<file path="config.mk">
export PLATFORM = sky130hd
export DESIGN_NAME = serial_code_converter
export DESIGN_NICKNAME = d
export VERILOG_FILES = /design/src/rtl/serial_code_converter.sv
export SDC_FILE = /design/constraint.sdc
export NUM_CORES = 1
export LEC_CHECK = 0
export ABC_AREA = 1
export CAP_MARGIN = 25
export CORE_AREA = 2 2 39 41
export DETAILED_ROUTE_END_ITERATION = 10
export DIE_AREA = 0 0 41 43
export PLACE_DENSITY = 0.76
export SYNTH_ARGS = -nofsm -noshare
export SYNTH_HDL_FRONTEND = slang
export SYNTH_SLANG_ARGS = --single-unit
</file>
<file path="constraint.sdc">
create_clock -name Clk -period 3.5 [get_ports Clk]
set_input_delay 0.7 -clock Clk [delete_from_list [all_inputs] [get_ports Clk]]
set_output_delay 0.7 -clock Clk [all_outputs]
set_load 0.01 [all_outputs]
</file>
<file path="src/rtl/serial_code_converter.sv">
// Bit-serial LSB-first decimal code converter: adds or subtracts OFFSET per 4-bit digit,
// with a Mealy output bit, per-digit illegal-code flag and frame counting.
module serial_code_converter #(
    parameter int unsigned OFFSET     = 3,
    parameter int unsigned NUM_DIGITS = 4,
    parameter int unsigned IDX_W      = 2
) (
    input  logic             Clk,
    input  logic             Rst,
    input  logic             X,
    input  logic             Valid,
    input  logic             Mode,
    input  logic             Clr,
    output logic             Z,
    output logic             DigitDone,
    output logic             Err,
    output logic             FrameDone,
    output logic [IDX_W-1:0] DigitIdx
);

    // Bit position within the current digit.
    localparam logic [1:0] B0 = 2'd0;
    localparam logic [1:0] B1 = 2'd1;
    localparam logic [1:0] B2 = 2'd2;
    localparam logic [1:0] B3 = 2'd3;

    localparam logic [3:0]       OFF      = 4'(OFFSET);
    localparam logic [4:0]       HI_LIMIT = 5'(9 + OFFSET);
    localparam logic [IDX_W-1:0] LAST_IDX = IDX_W'(NUM_DIGITS - 1);

    logic [1:0]       state_q, state_d;
    logic             carry_q, carry_d;
    logic             mode_q, mode_d;
    logic [2:0]       shift_q, shift_d;
    logic [IDX_W-1:0] idx_q, idx_d;
    logic             done_q, done_d;
    logic             err_q, err_d;
    logic             frame_q, frame_d;

    logic             k;
    logic             cin;
    logic             eff_mode;
    logic             xe;
    logic             carry_nxt;
    logic [3:0]       code;
    logic             bad_code;

    // State register; pulse flags are recomputed every cycle.
    always_ff @(posedge Clk or negedge Rst) begin
        if (!Rst) begin
            state_q <= B0;
            carry_q <= 1'b0;
            mode_q  <= 1'b0;
            shift_q <= 3'd0;
            idx_q   <= '0;
            done_q  <= 1'b0;
            err_q   <= 1'b0;
            frame_q <= 1'b0;
        end else begin
            state_q <= state_d;
            carry_q <= carry_d;
            mode_q  <= mode_d;
            shift_q <= shift_d;
            idx_q   <= idx_d;
            done_q  <= done_d;
            err_q   <= err_d;
            frame_q <= frame_d;
        end
    end

    // Serial add/subtract datapath, next-state and Mealy output.
    always_comb begin
        state_d   = state_q;
        carry_d   = carry_q;
        mode_d    = mode_q;
        shift_d   = shift_q;
        idx_d     = idx_q;
        done_d    = 1'b0;
        err_d     = 1'b0;
        frame_d   = 1'b0;

        k         = OFF[state_q];
        cin       = (state_q == B0) ? 1'b0 : carry_q;
        eff_mode  = (state_q == B0) ? Mode : mode_q;
        // Subtraction borrow is the add-carry majority with X inverted.
        xe        = eff_mode ? X : ~X;
        carry_nxt = (xe & k) | (xe & cin) | (k & cin);
        // Bit 3 of the input code is the bit arriving now, so it is never stored.
        code      = {X, shift_q};
        bad_code  = eff_mode ? (code > 4'd9)
                             : (carry_nxt | ({1'b0, code} > HI_LIMIT));
        Z         = Valid & (X ^ k ^ cin);

        if (Clr) begin
            state_d = B0;
            carry_d = 1'b0;
            mode_d  = 1'b0;
            shift_d = 3'd0;
            idx_d   = '0;
        end else if (Valid) begin
            carry_d = carry_nxt;
            case (state_q)
                B0: begin
                    mode_d     = Mode;
                    shift_d[0] = X;
                    state_d    = B1;
                end
                B1: begin
                    shift_d[1] = X;
                    state_d    = B2;
                end
                B2: begin
                    shift_d[2] = X;
                    state_d    = B3;
                end
                default: begin
                    state_d = B0;
                    done_d  = 1'b1;
                    err_d   = bad_code;
                    frame_d = (idx_q == LAST_IDX);
                    idx_d   = (idx_q == LAST_IDX) ? '0 : idx_q + IDX_W'(1);
                end
            endcase
        end
    end

    assign DigitDone = done_q;
    assign Err       = err_q;
    assign FrameDone = frame_q;
    assign DigitIdx  = idx_q;

endmodule
</file>
**Word level (Yosys, flattened, before mapping)**

Cells that the tools add are included.

- Output and inout port bits: 6
- Register bits after elaboration: 12
- Logic and storage cells: 69
- Bits of input ports: 6

- Reduce and logical (&&, ||, !) cells: 10
- Multiplexer cells: 31
- Add/subtract/negate cells: 1
- Bitwise gates (word level): 10
- Eq/ne operators: 4
- Order comparisons: 3

Operators by type and width:

| cell | count |
|---|---|
| $mux W1 | 21 |
| $mux W2 | 6 |
| $gt A4 B4 Y1 const B | 2 |
| $reduce_and A2 Y1 | 4 |
| $reduce_bool A2 Y1 | 4 |
| $mux W3 | 2 |
| $pmux W2 S3 | 1 |
| $and A1 B1 Y1 | 4 |
| $eq A2 B2 Y1 const B | 2 |
| $lt A2 B3 Y1 const B | 1 |
| $or A1 B1 Y1 | 3 |
| $reduce_or A3 Y1 | 1 |
| $add A2 B1 Y2 const B | 1 |
| $bmux W1 S2 | 1 |
| $eq A2 B1 Y1 const B | 1 |
| $logic_not A2 Y1 | 1 |
| $ne A2 B1 Y1 const B | 1 |
| $xor A1 B1 Y1 | 2 |
| $not A1 Y1 | 1 |

**Longest topological paths before layout**

Gate-level depths: netlist (run 1).

- Word-level depth: 11
- Mapped depth: 9
- Mapped depth without buffers: 9

**Worst setup path after synthesis (run 1)**

Ideal clock, no wire load.

- Kind: register to output
- Start: reg state_q[0]
- End: out Z
- Data required time: 2.800 ns
- Stages on the path, launching flop included: 8
- Setup slack: 1.631 ns
- Path buffers: 0
- Arrival: 1.169 ns
- Cells stage by stage: dfrtp_1 > inv_1 > ha_1 > inv_2 > nand3_1 > nand2_1 > o21ai_1 > a21oi_1

- Word-level cells in the longest chain between the ends: 5
- Elaborated cells on any way between the ends: 7
- Classes of those cells: mux: 3; bitwise: 3; reduce/logical: 1

Ends and longest elaborated chain:

| item | RTL line | text |
|---|---|---|
| from (decl) | 31 | `logic [1:0] state_q, state_d;` |
| from (signal assigned) | 60 | `state_q <= state_d;` |
| $bmux W1 S2 | 82 | `k = OFF[state_q];` |
| $mux W1 (not written as such) | 82 |  |
| $xor A1 B1 Y1 | 92 | `Z = Valid & (X ^ k ^ cin);` |
| $xor A1 B1 Y1 (*) | 92 |  |
| $and A1 B1 Y1 (*) | 92 |  |
| to (decl) | 14 | `output logic Z,` |

Every way passes the cells marked *; elsewhere a longest branch is shown, timed or not. The select of a mux whose other input is x is not followed.

**Worst setup path after layout (run 1)**

- Start: in Valid
- End: out Z

- Word-level cells in the longest chain between the ends: 1

Ends and longest elaborated chain:

| item | RTL line | text |
|---|---|---|
| from (decl) | 11 | `input logic Valid,` |
| $and A1 B1 Y1 | 92 |  |

Every way passes these cells.

==> results of run 1 <==
## area by class of cell
cell class	instances	area, um^2
Clock buffer	4	36.3
Fill cell	119	564
Inverter	14	52.6
Multi-Input combinational cell	51	300
Sequential cell	12	300
Tap cell	16	20.0
Timing Repair Buffer	11	110
## path summary, 6_finish.rpt
| check | startpoint | to | depth (start not counted) |
|---|---|---|---|
| worst min-delay path | DigitIdx[0] | DigitIdx[0] | 1 |
| max in group asynchronous | Rst | DigitDone | 1 |
| worst min register to register | DigitIdx[0] | DigitIdx[0] | 1 |
| min in group asynchronous | Rst | state_q[1] | 1 |
| worst max register to register | state_q[1] | Err | 9 |
| worst max-delay path | Valid | Z | 4 |
## metrics by stage
stage          area, um^2  power (mW)  util, %
6_report              820       0.318     59.2
5_1_grt               820       0.338     59.2
4_1_cts               820       0.321     59.2
3_5_place_dp          783       0.210     56.6
3_3_place_gp          783       0.209     56.6
2_1_floorplan         653       0.188        -
## cells in the final DEF (no fill, tap or decap), drive strengths merged
cell           synthesis  final
a21oi                  3      3
a31oi                  1      1
clkbuf                 0      4
clkdlybuf4s50          0     11
dfrtp                 12     12
ha                     5      5
inv                   14     14
mux2i                  1      1
nand2                 19     19
nand3                  9      9
nor2                   3      3
o211ai                 1      1
o21ai                  8      8
o31ai                  1      1
## worst max-delay path, stage by stage
cell and delay (ns):
clkdlybuf4s50_1 0.62, o21ai_1 0.10, a21oi_1 0.13, clkdlybuf4s50_1 0.55
## routing by layer
| metal | GRT usage [%] | wire (um) | up-vias |
|---|---|---|---|
| met5 | 0 | 0 | - |
| li1 | - | - | 279 |
| met2 | 28.1 | 630 | 12 |
| met4 | 6.00 | 0 | 0 |
| met1 | 22.6 | 564 | 243 |
| met3 | 3.14 | 57 | 0 |
## kinds of logic (layout without fill, tap and decap cells)
group,Yosys count,after routing
compound gates,14,14
mux,1,1
fa+ha+maj,5,5
simple gates,31,31
flops,12,12
buf+inv,14,29
## state kept, by name (all words and copies together) (netlist names)
| name | cells |
|---|---|
| mode_q | 1 |
| Err | 1 |
| DigitDone | 1 |
| FrameDone | 1 |
| carry_q | 1 |
| DigitIdx | 2 |
| state_q | 2 |
| shift_q | 3 |
## power by group
part	internal [mW]	total [mW]	switching, mW
logic	0.0221	0.0556	0.0336
registers	0.145	0.151	0.00557
clock network	0.0632	0.111	0.0480
total	0.231	0.318	0.0871
==> run_results.csv, run 1 <==
group,metric,value,unit
run_status,status,"completed",
timing,worst_slack,0.703,ns
run,max-cap-violations,0,
die,dieHeight,43,um
synthesis,synth_area_leaders,"dfrtp_1 46%, nand2_1 9.8%, ha_1 9.6%",
worst_setup_path,worstPathArrival,2.10,ns
timing,fmax,0.358,GHz
synthesis,synth-compound-area-share,13.8,%
clock_tree,htreeDepth,1,
die,die_width,41,um
synthesis,synth_common_cells,"17 x nand2_1, 12 x dfrtp_1, 9 x inv_1",
clock_tree,cts_root_buf,"clkbuf_4",
layout,instances_no_fill,108,
synthesis,synth_xor_area_share,0,%
grt,grt_antenna_before_repair,0,
worst_setup_path,crit_path_start_kind,"input port",
synthesis,synthMuxAreaShare,1.53,%
clock_tree,clk-insertion-delay-late,0.27,ns
layout,fin_nets,104,
route,vias,534,
timing,max_slew_margin,64.9,%
synthesis,yosysUniqueCellTypes,17,
placed_design,gp_congestion,0.710,
route,drtPass1Iterations,4,
timing,tightest_slew,0.525,ns
synthesis,synth_top_cell_area_share,46.0,%
placed_design,io_buffers,11,
clock_tree,postCtsHoldBufs,0,
synthesis,synth-simple-area-share,21.1,%
synthesis,synth_top_family_by_area,"simple AND/OR/NAND/NOR gates",
pwr,power.density,388,mW/mm^2
worst_setup_path,reg2reg_slack,2.07,ns
synthesis,syn-cell-area,653,um^2
route,vias_per_cell,4.94,
timing,rsz0062_at_grt,"no",
timing,finClkSkew,0.00747,ns
clock_tree,cts_resized,0,
layout,synthToLayoutAreaGrowth,25.5,%
placed_design,detailedPlace.worstSlack,0.715,ns
die,die-area,0.00176,mm^2
placed_design,dp_hpwl,965,um
clock_tree,cts.sinks,12,
clock_tree,cts_buffers,3,
synthesis,postSynthCellCount,77,
synthesis,synth_fp_nets,88,
timing,final_hold_viol_count,0,
clock_tree,cts.path.max_buffers,2,
clock_tree,clk_pin_slew,0.07,ns
die,io_pins,12,
grt,grtUsageTotal,17.5,%
synthesis,synth_top_area_cell,"dfrtp_1",
worst_setup_path,crit_type,"in -> out",
route,post_drt_wl_per_cell,11.6,um
die,coreArea,0.00138,mm^2
synthesis,ys.flop_type,"dfrtp_1",
pwr,p_leak,0.416,nW
synthesis,ys_ff_latch,12,
synthesis,synth_edf_count,0,
pwr,ir_drop,0.218,mV
timing,setup_viol,0,
synthesis,yosysMostFrequentCell,"nand2_1",
synthesis,seq_area_frac_synth,46.0,%
route,routed_wl,1250,um
die,rows,14,
timing,drv_slew,0,
synthesis,synth_warnings,0,
die,start_util,47.2,%
synthesis,synth-async-reset-ratio,100,%
placed_design,dpl.cell_count,104,
grt,overflow,0,
route,drc_errors,0,
timing,hold_slack,0.523,ns
timing,period_share,79.9,%
worst_setup_path,crit_fanout,7,
clock_tree,cts_tree,"done",
layout,drive_above_1_share,16.3,%
worst_setup_path,required,2.80,ns
synthesis,synthAdderAreaFrac,9.58,%
timing,finalSetupTns,0,ns
grt,grt_pass1_vias,516,
worst_setup_path,worstSetupEndpointType,"output pin",
layout,diodes,0,
route,ant_nets,0,
grt,grt_pass1_wl,2100,um
hold_path,min_path_type,"reg -> reg",
timing,min_period,2.80,ns
synthesis,avgSynthCellArea,8.48,um^2
clock_tree,postCtsSetupBuffers,0,
grt,grt_max_degree,13,
route,drt_iter0_drc,23,
No activity file was read; power rests on OpenSTA's default activity.
==> run 2, diff against run 1 <==
CORE_AREA = not set   (was 2 2 39 41)
CORE_MARGIN = 2   (was not set)
CORE_UTILIZATION = 44   (was not set)
DIE_AREA = not set   (was 0 0 41 43)
PLACE_DENSITY = 0.72   (was 0.76)
clock period = 2.3 ns   (was 3.5 ns; I/O delays follow)
==> run 2 against run 1 <==
Clock power up 60%. Utilization is 5.8 points higher. Global-route usage increased by 0.97 points. First-iteration DRC count is 35% lower. Die area rose by 2.6%. Worst hold slack got worse by 0.0025 ns. Routed wire length increased by 12%. Critical path type is now reg -> out. Critical endpoint unchanged.
==> run_results.csv, run 2 (synthesized netlist as in run 1, its figures left out) <==
group,metric,value,unit
run_status,status,"completed",
layout,top_register,"shift_q",
pwr,ir_drop,0.295,mV
worst_setup_path,crit_type,"reg -> out",
placed_design,postPlaceCellArea,812,um^2
timing,max_slew_margin,62.0,%
route,post_drt_wl_per_cell,12.4,um
die,io_pins,12,
timing,fmax,0.455,GHz
clock_tree,clk-insertion-delay-late,0.28,ns
timing,min_period,2.20,ns
grt,grt_pass1_wl,2480,um
route,drtPass1Iterations,4,
pwr,p_leak,0.450,nW
timing,period_share,95.6,%
route,routed_wl,1400,um
die,die_width,42.5,um
clock_tree,cts.sinks,12,
layout,diodes,0,
route,vias,573,
pwr,total_power,513,uW
worst_setup_path,crit_fanout,4,
layout,fin_util,65.1,%
die,start_util,48.4,%
route,drt_iter0_drc,15,
route,drc_errors,0,
layout,largest_reg_flops,3,
worst_setup_path,worstPathArrival,1.74,ns
grt,grt_pass1_vias,563,
timing,setup_viol,0,
clock_tree,cts_buffers,3,
clock_tree,postCtsHoldBufs,0,
timing,hold_slack,0.521,ns
worst_setup_path,worstSetupEndpointType,"output pin",
die,die-area,0.00181,mm^2
layout,final_common_cell,"nand2_1",
placed_design,io_buffers,11,
grt,grtUsageTotal,18.5,%
die,dieHeight,42.5,um
grt,overflow,0,
timing,finClkSkew,0.00579,ns
timing,final_hold_viol_count,0,
layout,stdcell_area,878,um^2
clock_tree,cts_tree,"done",
clock_tree,cts.path.max_buffers,2,
run,max-cap-violations,0,
layout,layout_common_cells,"17 x nand2_1, 12 x dfrtp_1, 10 x clkdlybuf4s50_1",
placed_design,dp_hpwl,978,um
timing,drv_slew,0,
worst_setup_path,regToRegStartpoint,"state_q[1]",
worst_setup_path,crit_path_start_kind,"flop",
route,vias_per_cell,5.07,
layout,fin_nets,110,
die,coreArea,0.00135,mm^2
worst_setup_path,crit_start,"state_q[1]",
grt,grt_antenna_before_repair,0,
hold_path,min_from,"DigitIdx[0]",
clock_tree,htreeDepth,1,
layout,drive_above_1_share,23.5,%
route,ant_nets,0,
clock_tree,clk_pin_slew,0.09,ns
pwr,power.density,584,mW/mm^2
clock_tree,cts_root_buf,"clkbuf_4",
hold_path,min_path_type,"reg -> reg",
worst_setup_path,required,1.84,ns
layout,synthToLayoutAreaGrowth,34.5,%
placed_design,gp_congestion,0.785,
grt,grt_max_degree,13,
die,rows,13,
timing,tightest_slew,0.568,ns
==> run 2: area by class of cell <==
type                    instances  area, um^2
inverters                      14        52.6
well taps                      15        18.8
fillers                       117         472
multi-input cells              51         317
repair buffers                 17         154
flip-flops and latches         12         300
clock buffers                   4        36.3
==> run 2: timing repair <==
action	in CTS	in global routing
cloned	0	0
buffers inserted	2	0
resized for setup	2	2
endpoints found under the setup margin	1	1
==> run 2: final timing paths <==
| path | to | slack (ns) | cells after the start |
|---|---|---|---|
| max | Z | 0.10 | 8 |
| min | DigitIdx[0] | 0.52 | 1 |
| max reg2reg | Err | 0.94 | 9 |
| min reg2reg | DigitIdx[0] | 0.52 | 1 |
| max in group asynchronous | shift_q[0] | 1.39 | 1 |
| min in group asynchronous | state_q[1] | 0.53 | 1 |
==> run 2: where the power goes <==
| group | total, mW | leakage (nW) | internal [mW] | switching [mW] |
|---|---|---|---|---|
| logic | 0.106 | 0.265 | 0.0467 | 0.0594 |
| registers | 0.229 | 0.163 | 0.221 | 0.00791 |
| clock network | 0.178 | 0.0210 | 0.0963 | 0.0813 |
==> run 2: metal layers <==
| layer | track usage (%) | share of wire (%) | vias up |
|---|---|---|---|
| met2 | 26.8 | 46 | 16 |
| met3 | 2.59 | 4.8 | 2 |
| met1 | 25.8 | 48 | 262 |
| li1 | - | - | 293 |
| met4 | 11.3 | 0.36 | 0 |
| met5 | 0 | 0 | - |
==> run 2: through the flow <==
step	cells	worst slack (ns)	TNS, ns
floorplan	77	0.671	0
global placement	107	0.120	0
detailed placement	107	0.102	0
CTS	113	0.124	0
global route	113	-0.00309	-0.00309
finish	113	0.102	0
==> run 2: worst max-delay path, stage by stage (launching register included) <==
cell           delay [ns]
dfrtp_1              0.41
inv_1                0.15
ha_4                 0.18
inv_2                0.04
nand3_1              0.08
nand2_1              0.09
o21ai_1              0.15
a21oi_1              0.07
dlygate4sd2_1        0.28
